<file path="src/rtl/multicycle_subtractor.sv">
// multicycle_subtractor
//   Chunked multi-cycle subtractor: diff = (a - b - b_in) mod 2^WIDTH.
//   Each RUN cycle handles CHUNK bits as a_k + ~b_k + c. The carry register c
//   starts at ~b_in and is carried from one chunk to the next.
//   A result takes N = WIDTH/CHUNK cycles. Only one operation is in flight.
// Ports
//   clk, rst          : rising-edge clock, asynchronous active-high reset
//   in_valid/in_ready : operand handshake (in_ready only in IDLE, low in reset)
//   a, b, b_in        : minuend, subtrahend, borrow in
//   out_valid/out_ready: result handshake; results are held until accepted
//   diff, b_out, ovf, zero : registered result and flags
module multicycle_subtractor #(
  parameter int WIDTH = 64,
  parameter int CHUNK = 16
) (
  input  logic             clk,
  input  logic             rst,
  input  logic             in_valid,
  output logic             in_ready,
  input  logic [WIDTH-1:0] a,
  input  logic [WIDTH-1:0] b,
  input  logic             b_in,
  output logic             out_valid,
  input  logic             out_ready,
  output logic [WIDTH-1:0] diff,
  output logic             b_out,
  output logic             ovf,
  output logic             zero
);

  localparam int N  = WIDTH / CHUNK;
  localparam int CW = (N > 1) ? $clog2(N) : 1;
  localparam logic [CW-1:0] LAST = CW'(N - 1);

  typedef enum logic [1:0] {
    IDLE = 2'd0,
    RUN  = 2'd1,
    DONE = 2'd2
  } state_t;

  state_t           state_q, state_d;
  logic [CW-1:0]    count_q, count_d;
  logic [WIDTH-1:0] a_q, a_d;
  logic [WIDTH-1:0] b_q, b_d;
  logic             c_q, c_d;
  logic [WIDTH-1:0] diff_q, diff_d;
  logic             b_out_q, b_out_d;
  logic             ovf_q, ovf_d;
  logic             zero_q, zero_d;
  logic             out_valid_q, out_valid_d;

  logic [CHUNK-1:0] a_k_s;
  logic [CHUNK-1:0] nb_k_s;
  logic [CHUNK:0]   chunk_sum_s;
  logic             carry_into_msb_s;

  // Current chunk: a_k + ~b_k + c, with the carry out in the top bit.
  always_comb begin
    a_k_s       = a_q[count_q*CHUNK +: CHUNK];
    nb_k_s      = ~b_q[count_q*CHUNK +: CHUNK];
    chunk_sum_s = {1'b0, a_k_s} + {1'b0, nb_k_s} + {{CHUNK{1'b0}}, c_q};
    // The carry into the top bit is recovered from its sum bit. It only matters
    // on the last chunk, where the top chunk bit is bit WIDTH-1.
    carry_into_msb_s = a_k_s[CHUNK-1] ^ nb_k_s[CHUNK-1] ^ chunk_sum_s[CHUNK-1];
  end

  // Next-state logic and datapath updates for IDLE -> RUN -> DONE.
  always_comb begin
    state_d     = state_q;
    count_d     = count_q;
    a_d         = a_q;
    b_d         = b_q;
    c_d         = c_q;
    diff_d      = diff_q;
    b_out_d     = b_out_q;
    ovf_d       = ovf_q;
    zero_d      = zero_q;
    out_valid_d = out_valid_q;
    case (state_q)
      IDLE: begin
        if (in_valid) begin
          a_d     = a;
          b_d     = b;
          c_d     = ~b_in;
          count_d = {CW{1'b0}};
          state_d = RUN;
        end else begin
          state_d = IDLE;
        end
      end
      RUN: begin
        diff_d[count_q*CHUNK +: CHUNK] = chunk_sum_s[CHUNK-1:0];
        c_d = chunk_sum_s[CHUNK];
        if (count_q == LAST) begin
          b_out_d     = ~chunk_sum_s[CHUNK];
          ovf_d       = carry_into_msb_s ^ chunk_sum_s[CHUNK];
          zero_d      = (diff_d == {WIDTH{1'b0}});
          out_valid_d = 1'b1;
          state_d     = DONE;
        end else begin
          count_d = count_q + CW'(1);
        end
      end
      DONE: begin
        if (out_ready) begin
          out_valid_d = 1'b0;
          state_d     = IDLE;
        end else begin
          state_d = DONE;
        end
      end
      default: begin
        out_valid_d = 1'b0;
        state_d     = IDLE;
      end
    endcase
  end

  // State, operand and result registers. Reset drops any partial result.
  always_ff @(posedge clk or posedge rst) begin
    if (rst) begin
      state_q     <= IDLE;
      count_q     <= {CW{1'b0}};
      a_q         <= {WIDTH{1'b0}};
      b_q         <= {WIDTH{1'b0}};
      c_q         <= 1'b0;
      diff_q      <= {WIDTH{1'b0}};
      b_out_q     <= 1'b0;
      ovf_q       <= 1'b0;
      zero_q      <= 1'b0;
      out_valid_q <= 1'b0;
    end else begin
      state_q     <= state_d;
      count_q     <= count_d;
      a_q         <= a_d;
      b_q         <= b_d;
      c_q         <= c_d;
      diff_q      <= diff_d;
      b_out_q     <= b_out_d;
      ovf_q       <= ovf_d;
      zero_q      <= zero_d;
      out_valid_q <= out_valid_d;
    end
  end

  assign in_ready  = (state_q == IDLE) && !rst;
  assign out_valid = out_valid_q;
  assign diff      = diff_q;
  assign b_out     = b_out_q;
  assign ovf       = ovf_q;
  assign zero      = zero_q;

endmodule
</file>
<file path="config.mk">
export PLATFORM = sky130hd
export DESIGN_NAME = multicycle_subtractor
export DESIGN_NICKNAME = d
export VERILOG_FILES = /design/src/rtl/multicycle_subtractor.sv
export SDC_FILE = /design/constraint.sdc
export NUM_CORES = 1
export LEC_CHECK = 0
export CAP_MARGIN = 20
export CORE_ASPECT_RATIO = 1.75
export CORE_UTILIZATION = 53
export CTS_BUF_LIST = sky130_fd_sc_hd__clkbuf_8
export DETAILED_ROUTE_END_ITERATION = 10
export PLACE_DENSITY = 0.86
export SYNTH_ARGS = -nofsm -noshare
export SYNTH_HDL_FRONTEND = slang
export SYNTH_SLANG_ARGS = --single-unit
</file>
<file path="constraint.sdc">
create_clock -name clk -period 9.6 [get_ports clk]
set_input_delay 1.92 -clock clk [delete_from_list [all_inputs] [get_ports clk]]
set_output_delay 1.92 -clock clk [all_outputs]
set_load 0.02 [all_outputs]
</file>
==> results.md, run 1 <==
- The largest single stage delay on the critical path is 650 ps.
- In the final layout, the multi-input gates occupy 4180 µm².
- The worst hold path belongs to the class reg2reg.
- The final count of hold timing violations is 0.
- The data required time of the worst path is 7680 ps.
- STA classifies the critical path startpoint as an input port.
- The HPWL after detailed placement is 18,100 µm.
- The total CTS buffers is 28.
- The per-cell routed wire length is 17.7 µm.
- The depth of the CTS H-tree is 1.
- The post-layout net count is 1,320.
- Dividing the detail-routed via count by the number of cells gives 5.59.
- In this run, placement finished with an instance count of 1,365.
- Post-CTS repair changed the size of 0 cells.
- The count of synthesis-stage warnings from yosys is 0.
- Entering global routing, the biggest net connects 130 pins.
- The number of buffer cells added on primary ports is 201.
- The clock latency on the worst-skew pair is 540 ps.
- The row count is 64.
- The tool flagged a number of max-cap violations equal to 0.
- The tree is rooted in a sky130_fd_sc_hd__clkbuf_8.
- The count of boundary I/O pins is 202.
- The die footprint is 18,500 µm².
- Once routing completed, OpenROAD measured the worst setup slack at 4390 ps.
- For the final routed database, the setup TNS stands at 0 ps.
- The wire length on met2 is 13,300 µm.
- The area fraction in and, or, nand and nor cells after synthesis is 21.2%.
- The element type at the critical path end is an output pin.
- The via count of the first global-routing pass is 8,093.
- The met1 layer wirelength in the final routing is 9100 µm.
- The worst hold path was traced through 2 stages.
- Setup slack on the worst reg-to-reg path comes out at 5130 ps.
- The CTS tree is done.
- The hold buffer count at cts is 0.
- Clock skew on the completed layout was measured at 13.4 ps.
- The minimum setup slack after placement is 4400 ps.
- Registers take 5030 µm².
- The critical path in this run is classified as in2out.
- The number of fillers in the final layout is 1,294.
- The total number of vias is 7,865.
- The non-filler instance count after layout is 1,407.
- The detailed route wirelength on metal3 is 1170 µm.
- The post-route DRC violation count is 0.
- The main combinational cell family by area after synthesis is simple AND/OR/NAND/NOR gates.
- The CTS sink count is 201.
- The chip height is 179 µm.
- The library cell appearing most often on the critical path is sky130_fd_sc_hd__clkdlybuf4s50_1.
- In this run the remaining antenna-violating nets after routing total 0.
- The clock period minus worst slack is 5210 ps.
- The width of the die is 103 µm.
- The master of the slowest instance on the critical path is sky130_fd_sc_hd__clkdlybuf4s50_1.
- Walking the worst path, the cells encountered are clkdlybuf4s50_1 -> nor3_1 -> clkdlybuf4s50_1.
- The area growth from synthesis to layout is 28.1%.
- The global-route usage over all layers is 28.2%.
- The number of synthesized flops with an enable pin is 0.
- For this configuration, the core starts out at a cell density of 54.1%.
- The predominant post-synthesis flop cell is sky130_fd_sc_hd__dfrtp_1.
- The cell depth of the worst flop-to-flop path is 13.
- The post-synthesis cell type count is 58.
- The instance count of the mapped netlist is 975.
- The total wirelength of the detailed-routed design is 24,900 µm.
- Setup violations remaining at the end of the flow were counted as 0.
- The maximum root-to-sink buffer count is 3.
- The core area is 17,500 µm².
- The cell area that synthesis handed to floorplanning was 9490 µm².
- Summing the sequential cell areas from Yosys gives 53.0% of the chip area.
- The proportion of register bits with asynchronous set or reset after synthesis is 100%.
- In this run, synthesis produced a sequential element count of 201.
- The pre-antenna-repair detailed-routing pass consisted of 5 iterations.
- Of the available clock period, the critical path in the final layout requires 54.2%.
- The DRC marker count from the first detailed-route iteration is 405.
- The number of antenna violations at the first check in global routing is 2.
- In the synthesized netlist, mux cells make up 8.15% of the area.
- Routed signal wires occupy layers up through met4.
- The run finished with clean final reports.
- The synthesized netlist devotes 10.4% of its cell area to compound gates.
- At the worst endpoint, the arrival time is 3290 ps.
- The mean cell area of the mapped netlist is 9.73 µm².
- For the pin with the worst max-slew slack, the measured transition is 1010 ps.
- The final number of max-transition violations was 0.
- The global-route wire length before repair is 39,700 µm.
- In this run the tightest slew margin relative to its limit is 32.5%.
- Summing the areas of all xor and xnor instances in the mapped netlist gives 1.02% of the synthesized area.
- For this run the aggregate overflow at the end of global routing stands at 0.
- Along the worst path, the maximum fanout reaches 2.
- Routability-driven placement finished with a final weighted congestion of 0.960.
- Of the cells placed in the final design, the portion with a size suffix greater than 1 is 7.41%.
- Setup repair after global routing left no endpoint under its margin.
- After clock tree synthesis, the clock-pin slew on the worst setup and hold paths is 60 ps.
- The synthesized netlist net count is 1,131.
- Buffers added to address setup during post-CTS repair amount to 0.
- Based on the critical path, the design can be clocked at up to 192 MHz.
- The fraction of the mapped netlist area in adder cells is 3.19%.
[cell type report]
class	count	area share, %
clock buffers	32	3.62
clock inverters	8	0.298
diodes	2	0.0412
multi-input cells	697	34.4
flip-flops and latches	201	41.4
repair buffers	209	17.0
inverters	27	0.895
well taps	231	2.38
[cells in the mapped netlist, types with 10 or more instances]
master                     number  share of area [%]
sky130_fd_sc_hd__a21oi_1       14               0.74
sky130_fd_sc_hd__a22o_1        51                4.7
sky130_fd_sc_hd__clkbuf_1      43                1.7
sky130_fd_sc_hd__dfrtp_1      201                 53
sky130_fd_sc_hd__ha_1          21                2.8
sky130_fd_sc_hd__inv_1         27                1.1
sky130_fd_sc_hd__mux4_2        32                7.6
sky130_fd_sc_hd__nand2_1      418                 17
sky130_fd_sc_hd__nand2b_1      10               0.66
sky130_fd_sc_hd__nor2_1        18               0.71
sky130_fd_sc_hd__nor3_1        10               0.53
sky130_fd_sc_hd__nor4_1        15               0.99
sky130_fd_sc_hd__o21ai_0       22                1.2
[critical path: cells and delay by family]
family,cells,cell delay [ps]
and+or+nand+nor,1,210
buffers and inverters,2,1160
[metal layers]
metal	up-vias	global-route usage, %
li1	3682	-
met1	3805	32.1
met2	292	50.0
met3	86	4.29
met4	0	15.6
met5	-	0
[cell families after synthesis]
group,Yosys count
flops,201
xor+xnor,11
mux,37
buf+inv,77
fa+ha+maj,23
compound gates,131
simple gates,495
[layout by cell type (no fill, tap or decap), types with 5 or more instances in the layout]
cell / n
sky130_fd_sc_hd__nand2_1: 417
sky130_fd_sc_hd__clkdlybuf4s50_1: 201
sky130_fd_sc_hd__dfrtp_1: 200
sky130_fd_sc_hd__a22o_1: 51
sky130_fd_sc_hd__mux4_2: 32
sky130_fd_sc_hd__clkbuf_8: 32
sky130_fd_sc_hd__inv_1: 29
sky130_fd_sc_hd__o21ai_0: 22
sky130_fd_sc_hd__ha_1: 21
sky130_fd_sc_hd__nor2_1: 18
sky130_fd_sc_hd__nor4_1: 15
sky130_fd_sc_hd__a21oi_1: 14
sky130_fd_sc_hd__nand2b_1: 10
sky130_fd_sc_hd__nor3_1: 10
sky130_fd_sc_hd__buf_4: 8
sky130_fd_sc_hd__xor2_1: 7
sky130_fd_sc_hd__o31ai_1: 6
sky130_fd_sc_hd__clkinv_2: 5
[worst paths after layout]
check,startpoint,end
min reg2reg,b_q[3],b_q[3]
max in group asynchronous,rst,diff[22]
min in group asynchronous,rst,out_valid
min,b_q[3],b_q[3]
max reg2reg,count_q[0],zero
max,rst,in_ready
[metrics by stage]
| stage | cell area (µm²) | utilization (%) | hold WS, ps |
|---|---|---|---|
| after CTS | 12200 | 69.3 | 474 |
| after global routing | 12200 | 69.3 | 490 |
| after detailed placement | 11700 | 66.6 | 457 |
| final | 12200 | 69.3 | 472 |
| after global placement | 11700 | 66.6 | 452 |
| after floorplan | 9490 | - | 440 |
[state kept, by name, indices dropped and copies added (netlist names)]
name,flops
count_q,2
b_out,1
zero,1
out_valid,1
ovf,1
a_q,64
b_q,64
state_q,2
c_q,1
diff,64
Power of run 1 is left out: the tool's default activity adds up to more than one toggle a clock period on the data nets, which glitch-free logic cannot reach.
==> inputs of run 2 (changes only) <==
- CORE_UTILIZATION: 53 -> 48
- PLACE_DENSITY: 0.86 -> 0.82
- clock period: 9.6 -> 4.5 ns (I/O delays scaled with it)
==> results.md, run 2 (synthesized netlist as in run 1, its figures left out) <==
- The summed negative setup slack over all endpoints is 0 ps.
- The startpoint-to-endpoint class of the critical path is reg2reg.
- Setup violations remaining at the end of the flow were counted as 0.
- Data on the critical path is required at its endpoint by 4960 ps.
- In the finished design, the share of the clock period the worst path needs comes to 89.3%.
- The flow ran to the end, and the final reports show no timing, DRC or antenna violations.
- Data on the critical path arrives at its endpoint at 4470 ps.
- The core area is 19,300 µm².
- The final count of hold timing violations is 0.
- STA classifies the critical path startpoint as a register.
- The number of antenna diodes in the final layout is 0.
- In this design, the largest share of critical-path delay is due to compound AO/OA/AOI/OAI gates.
- The detail route stage leaves a number of antenna-violating nets equal to 0.
- The effective utilization at floorplan is 49.2%.
- For the finished layout, the period the worst path requires is 4020 ps.
- After the last flow step, the layout net total stands at 1,333.
- The buffer type at the clock tree root is sky130_fd_sc_hd__clkbuf_8.
- The final number of max-transition violations was 0.
- The number of gates resized after CTS was 0.
- Timing would allow up to 249 MHz.
- After detailed routing, the number of remaining DRC violations is 0.
- The total congestion overflow after global routing is 0.
- The post-route clock skew is 21.0 ps.
- The most common cell after layout, fill and taps aside is sky130_fd_sc_hd__nand2_1.
- The number of antenna violations at the first check in global routing is 0.
- The worst register-to-register path has a depth of 11.
- The share of layout cells above drive strength 1 is 9.02%.
- The element type at the critical path end is a register.
- The total CTS buffers is 28.
- The worst pin sits at a relative slew slack of 39.3%.
- The die is 108 µm wide.
- Entering global routing, the biggest net connects 90 pins.
- Post-CTS timing repair inserted 0 buffers for setup.
- Counting instances, the worst hold path has a depth of 2.
- The CTS sink count is 201.
- The signal on the critical path passes through buf_4 -> mux4_2 -> inv_1 -> ha_1 -> o21ai_0 -> a21oi_1 -> o31ai_1 -> a21boi_1 -> nor4_2 -> o31ai_1 -> a32o_1.
- The number of buffer cells added on primary ports is 201.
- The worst-margin pin slew is 910 ps.
- Buffers inserted to repair hold after CTS numbered 0.
- The library cell appearing most often on the critical path is sky130_fd_sc_hd__o31ai_1.
- The routability-driven placement congestion ratio is 0.938.
- In the layout the commonest cells are 417 x sky130_fd_sc_hd__nand2_1, 201 x sky130_fd_sc_hd__clkdlybuf4s50_1, 199 x sky130_fd_sc_hd__dfrtp_1.
- The longest clock path from root to sink contains 3 buffers.
- The total stage count of the critical path is 11.
- Before antenna repair, the detailed router went through 5 iterations.
- The die covers 20,400 µm².
- Setup repair after global routing left no endpoint under its margin.
- Once detailed placement completed, the half-perimeter wirelength came to 19,600 µm.
- The global-route usage over all layers is 27.4%.
- Max-cap violations in this run came to 0.
- In this run the vertical extent of the chip is 188 µm.
- Cells fill 64.5% of the core in the end.
- The via density per instance is 5.67.
- In this run the count of I/O pins placed on the die edge is 202.
- Dividing the detail-routed wire length by the instance count gives 18.6 µm.
- The delay of the slowest critical-path stage is 690 ps.
- The number of buffer and inverter stages on the critical path is 2.
- Clock latency on the worst-skew pair, taken at its later pin, is 560 ps.
- The area growth from synthesis to layout is 31.1%.
- The peak fanout along the critical path is 16.
- The total number of vias is 8,161.
- The clock-pin slew of the registers on the worst-case setup and hold paths is 70 ps.
- The first routing iteration left 437 violations.
- The largest individual stage delay along the critical path comes from the cell sky130_fd_sc_hd__nor4_2.
- The global-route wire length before repair is 42,900 µm.
- The via count of the first global-routing pass is 8,469.
- The depth of the CTS H-tree is 1.
- Wires add up to 26,700 µm.
- The path class of the lowest-slack min-delay path is reg2reg.
- The CTS tree is done.
- The row count is 67.
run 2: changes by cell type in the layout (fill, tap and decap cells not counted), moves of 2 or more:
cell | before | now
sky130_fd_sc_hd__diode_2 | 2 | 0
sky130_fd_sc_hd__buf_4 | 8 | 20
sky130_fd_sc_hd__clkinvlp_4 | 0 | 2
sky130_fd_sc_hd__bufinv_16 | 0 | 3
sky130_fd_sc_hd__clkinv_2 | 5 | 3
sky130_fd_sc_hd__clkbuf_8 | 32 | 36
sky130_fd_sc_hd__inv_1 | 29 | 33
run 2: final timing paths:
kind | startpoint | end | slack [ps]
setup / recovery | count_q[0] | zero | 480
setup reg to reg | count_q[0] | zero | 480
hold reg to reg | a_q[48] | a_q[48] | 470
max in group asynchronous | rst | count_q[1] | 2570
min in group asynchronous | rst | a_q[30] | 720
hold / removal | a_q[48] | a_q[48] | 470
run 2: area by class of cell:
| type | instances | area, µm² |
|---|---|---|
| clock inverters | 15 | 148 |
| repair buffers | 222 | 2180 |
| fillers | 1485 | 6840 |
| well taps | 241 | 302 |
| flip-flops and latches | 201 | 5030 |
| inverters | 27 | 105 |
| multi-input cells | 697 | 4180 |
| clock buffers | 36 | 495 |
run 2: stage by stage:
step                setup slack (ps)  hold slack [ps]  std cells  cell area, µm²
CTS                              517              476       1439           12400
detailed placement               554              459       1388           11800
finish                           481              475       1439           12400
global route                     357              498       1439           12400
global placement                 715              453       1388           11800
floorplan                        463              440        975            9500
run 2: tightest hold or removal path, stage by stage (launching register included):
cell                      delay [ps]
sky130_fd_sc_hd__dfrtp_1         340
sky130_fd_sc_hd__nand2_1          50
sky130_fd_sc_hd__nand2_1          50
run 2: routing by layer:
metal  global-route usage (%)  up-vias  share of wire (%)
li1                         -     3714                  -
met3                     3.79      115                5.6
met1                     31.4     3967                 36
met4                     15.2        0                6.3
met2                     48.1      365                 52
met5                        0        -                  0
Power of run 2 is left out for the same reason.
==> RTL edit (config.mk and constraints of run 2) <==
Make the reset (`rst`) synchronous in one clocked block. Comments in the files are not updated.
--- a/src/rtl/multicycle_subtractor.sv
+++ b/src/rtl/multicycle_subtractor.sv
@@ -117,7 +117,7 @@
   end
 
   // State, operand and result registers. Reset drops any partial result.
-  always_ff @(posedge clk or posedge rst) begin
+  always_ff @(posedge clk) begin
     if (rst) begin
       state_q     <= IDLE;
       count_q     <= {CW{1'b0}};
Formal check against the unedited RTL: differs if rst is asserted again (counterexample within 4 cycles, from zero or initial values and one cycle with rst high); with rst held inactive, the same outputs for 4 cycles.
==> RTL edit against run 2 <==
Utilization up 0.15 points; cell area down 5.7%; routed wire length up 5.7%; worst setup slack better by 100 ps; critical path depth up 2; die area down 5.5%; area after synthesis down 5.5%; sequential cell count unchanged; largest cell class is now multi-input gates.
==> RTL edit: results (changes against run 2) <==
outcome:
  outcome: "finished clean"
place:
  post-dp-hpwl_um: 21420  # +9.2%
  placement.cell_area_um2: 11130  # -5.7%
  place.gp.congestion: 0.9408  # +0.30%
global_route:
  grt_util_all_layers: 0.2922  # +0.01863
  grt_max_degree: 101  # +12%
  grt_first_pass_wirelength_um: 43540  # +1.5%
critical_path:
  crit_slowest_cell: "sky130_fd_sc_hd__dfxtp_2"
  rrSetupSlack_ps: 580  # +100 ps
  worst_path_largest_cell_delay_ps: 500  # -190 ps
  worstPathArrival_ps: 4380  # -90 ps
  regToRegStartpoint: "count_q[1]$_SDFFE_PP0P_"
final_layout:
  final_layout_size_suffix_gt1_frac: 0.08387  # -0.006284
drt:
  drt_iter0_markers: 602  # +38%
  drt_wl_total_um: 28260  # +5.7%
  number_of_detailed_route_iterations_in_the_first_pass: 6  # +1
  viasPerCell: 5.726  # +0.97%
worst_hold_path:
  hp-start: "a_q[10]$_SDFFE_PP0P_"
timing:
  tightestPinTransition_ps: 1061  # +150.4 ps
  fin_skew_ps: 14.75  # -6.296 ps
  finalHoldWorstSlack_ps: 453.8  # -21.02 ps
logic_synthesis:
  postSynthCellCount: 1059  # +8.6%
  synthesis.nets: 1215  # +7.4%
  synth.top_cells.by_area: "sky130_fd_sc_hd__dfxtp_1 (45%), sky130_fd_sc_hd__nand2_1 (12%), sky130_fd_sc_hd__a21oi_1 (8.4%), sky130_fd_sc_hd__mux4_2 (8.0%), sky130_fd_sc_hd__a22oi_1 (5.4%)"
  synth.yosys.seq_area_share: 0.4488  # -0.08114
  ys_top_cells_by_count: "sky130_fd_sc_hd__nand2_1 (282), sky130_fd_sc_hd__dfxtp_1 (201), sky130_fd_sc_hd__a21oi_1 (150), sky130_fd_sc_hd__nor2_1 (89), sky130_fd_sc_hd__a22oi_1 (65)"
  synthArstFlopShare: 0  # -1.000
-- RTL edit: changes by cell type after synthesis, sizes merged, moves of 4 or more --
cell and change:
dfrtp -201, dfxtp +201, a21oi +136, nand2 -136, nor2 +71, a22oi +65, a22o -51, clkbuf +19
o21ai -9, nand2b -6, a211oi +4, or3 -4, xnor2 +4
-- RTL edit: cells by family after synthesis --
logic type                 Yosys count  synth area share
adders and majority gates           23           0.03377
muxes                               34           0.08275
AOI/OAI and AO/OA                  266            0.1843
DFF                                201            0.4488
and+or+nand+nor                    428            0.1987
buffers and inverters               95           0.03991
xor gates and xnor gates            12           0.01172
-- RTL edit: worst paths after layout --
path | to | cells after the start
min | a_q[10]$_SDFFE_PP0P_ | 2
min reg2reg | a_q[10]$_SDFFE_PP0P_ | 2
max reg2reg | zero$_SDFFE_PP0P_ | 13
max | zero$_SDFFE_PP0P_ | 13
-- RTL edit: per-stage QoR --
stage | worst slack [ps] | util
3_3_place_gp | 705.7 | 0.6135
5_1_grt | 292.1 | 0.6468
3_5_place_dp | 628.4 | 0.6135
2_1_floorplan | 530.9 | -
4_1_cts | 596.4 | 0.6464
6_report | 581.5 | 0.6468
-- RTL edit: layer usage --
| layer | vias to the layer above | part of all wire | GRT usage |
|---|---|---|---|
| met1 | 3936 | 0.34 | 0.3047 |
| met4 | 0 | 0.070 | 0.1994 |
| met2 | 409 | 0.53 | 0.5397 |
| met5 | - | 0 | 0 |
| li1 | 4043 | - | - |
| met3 | 121 | 0.055 | 0.03625 |
-- RTL edit: final cells by class --
type,instances,area [um^2]
fill,1511,6405
multi-input combinational,763,4594
sequential,201,4026
timing repair buffer,214,2123
clock buffer,35,481.7
tap,234,292.8
clock inverter,13,115.1
inverter,26,97.59
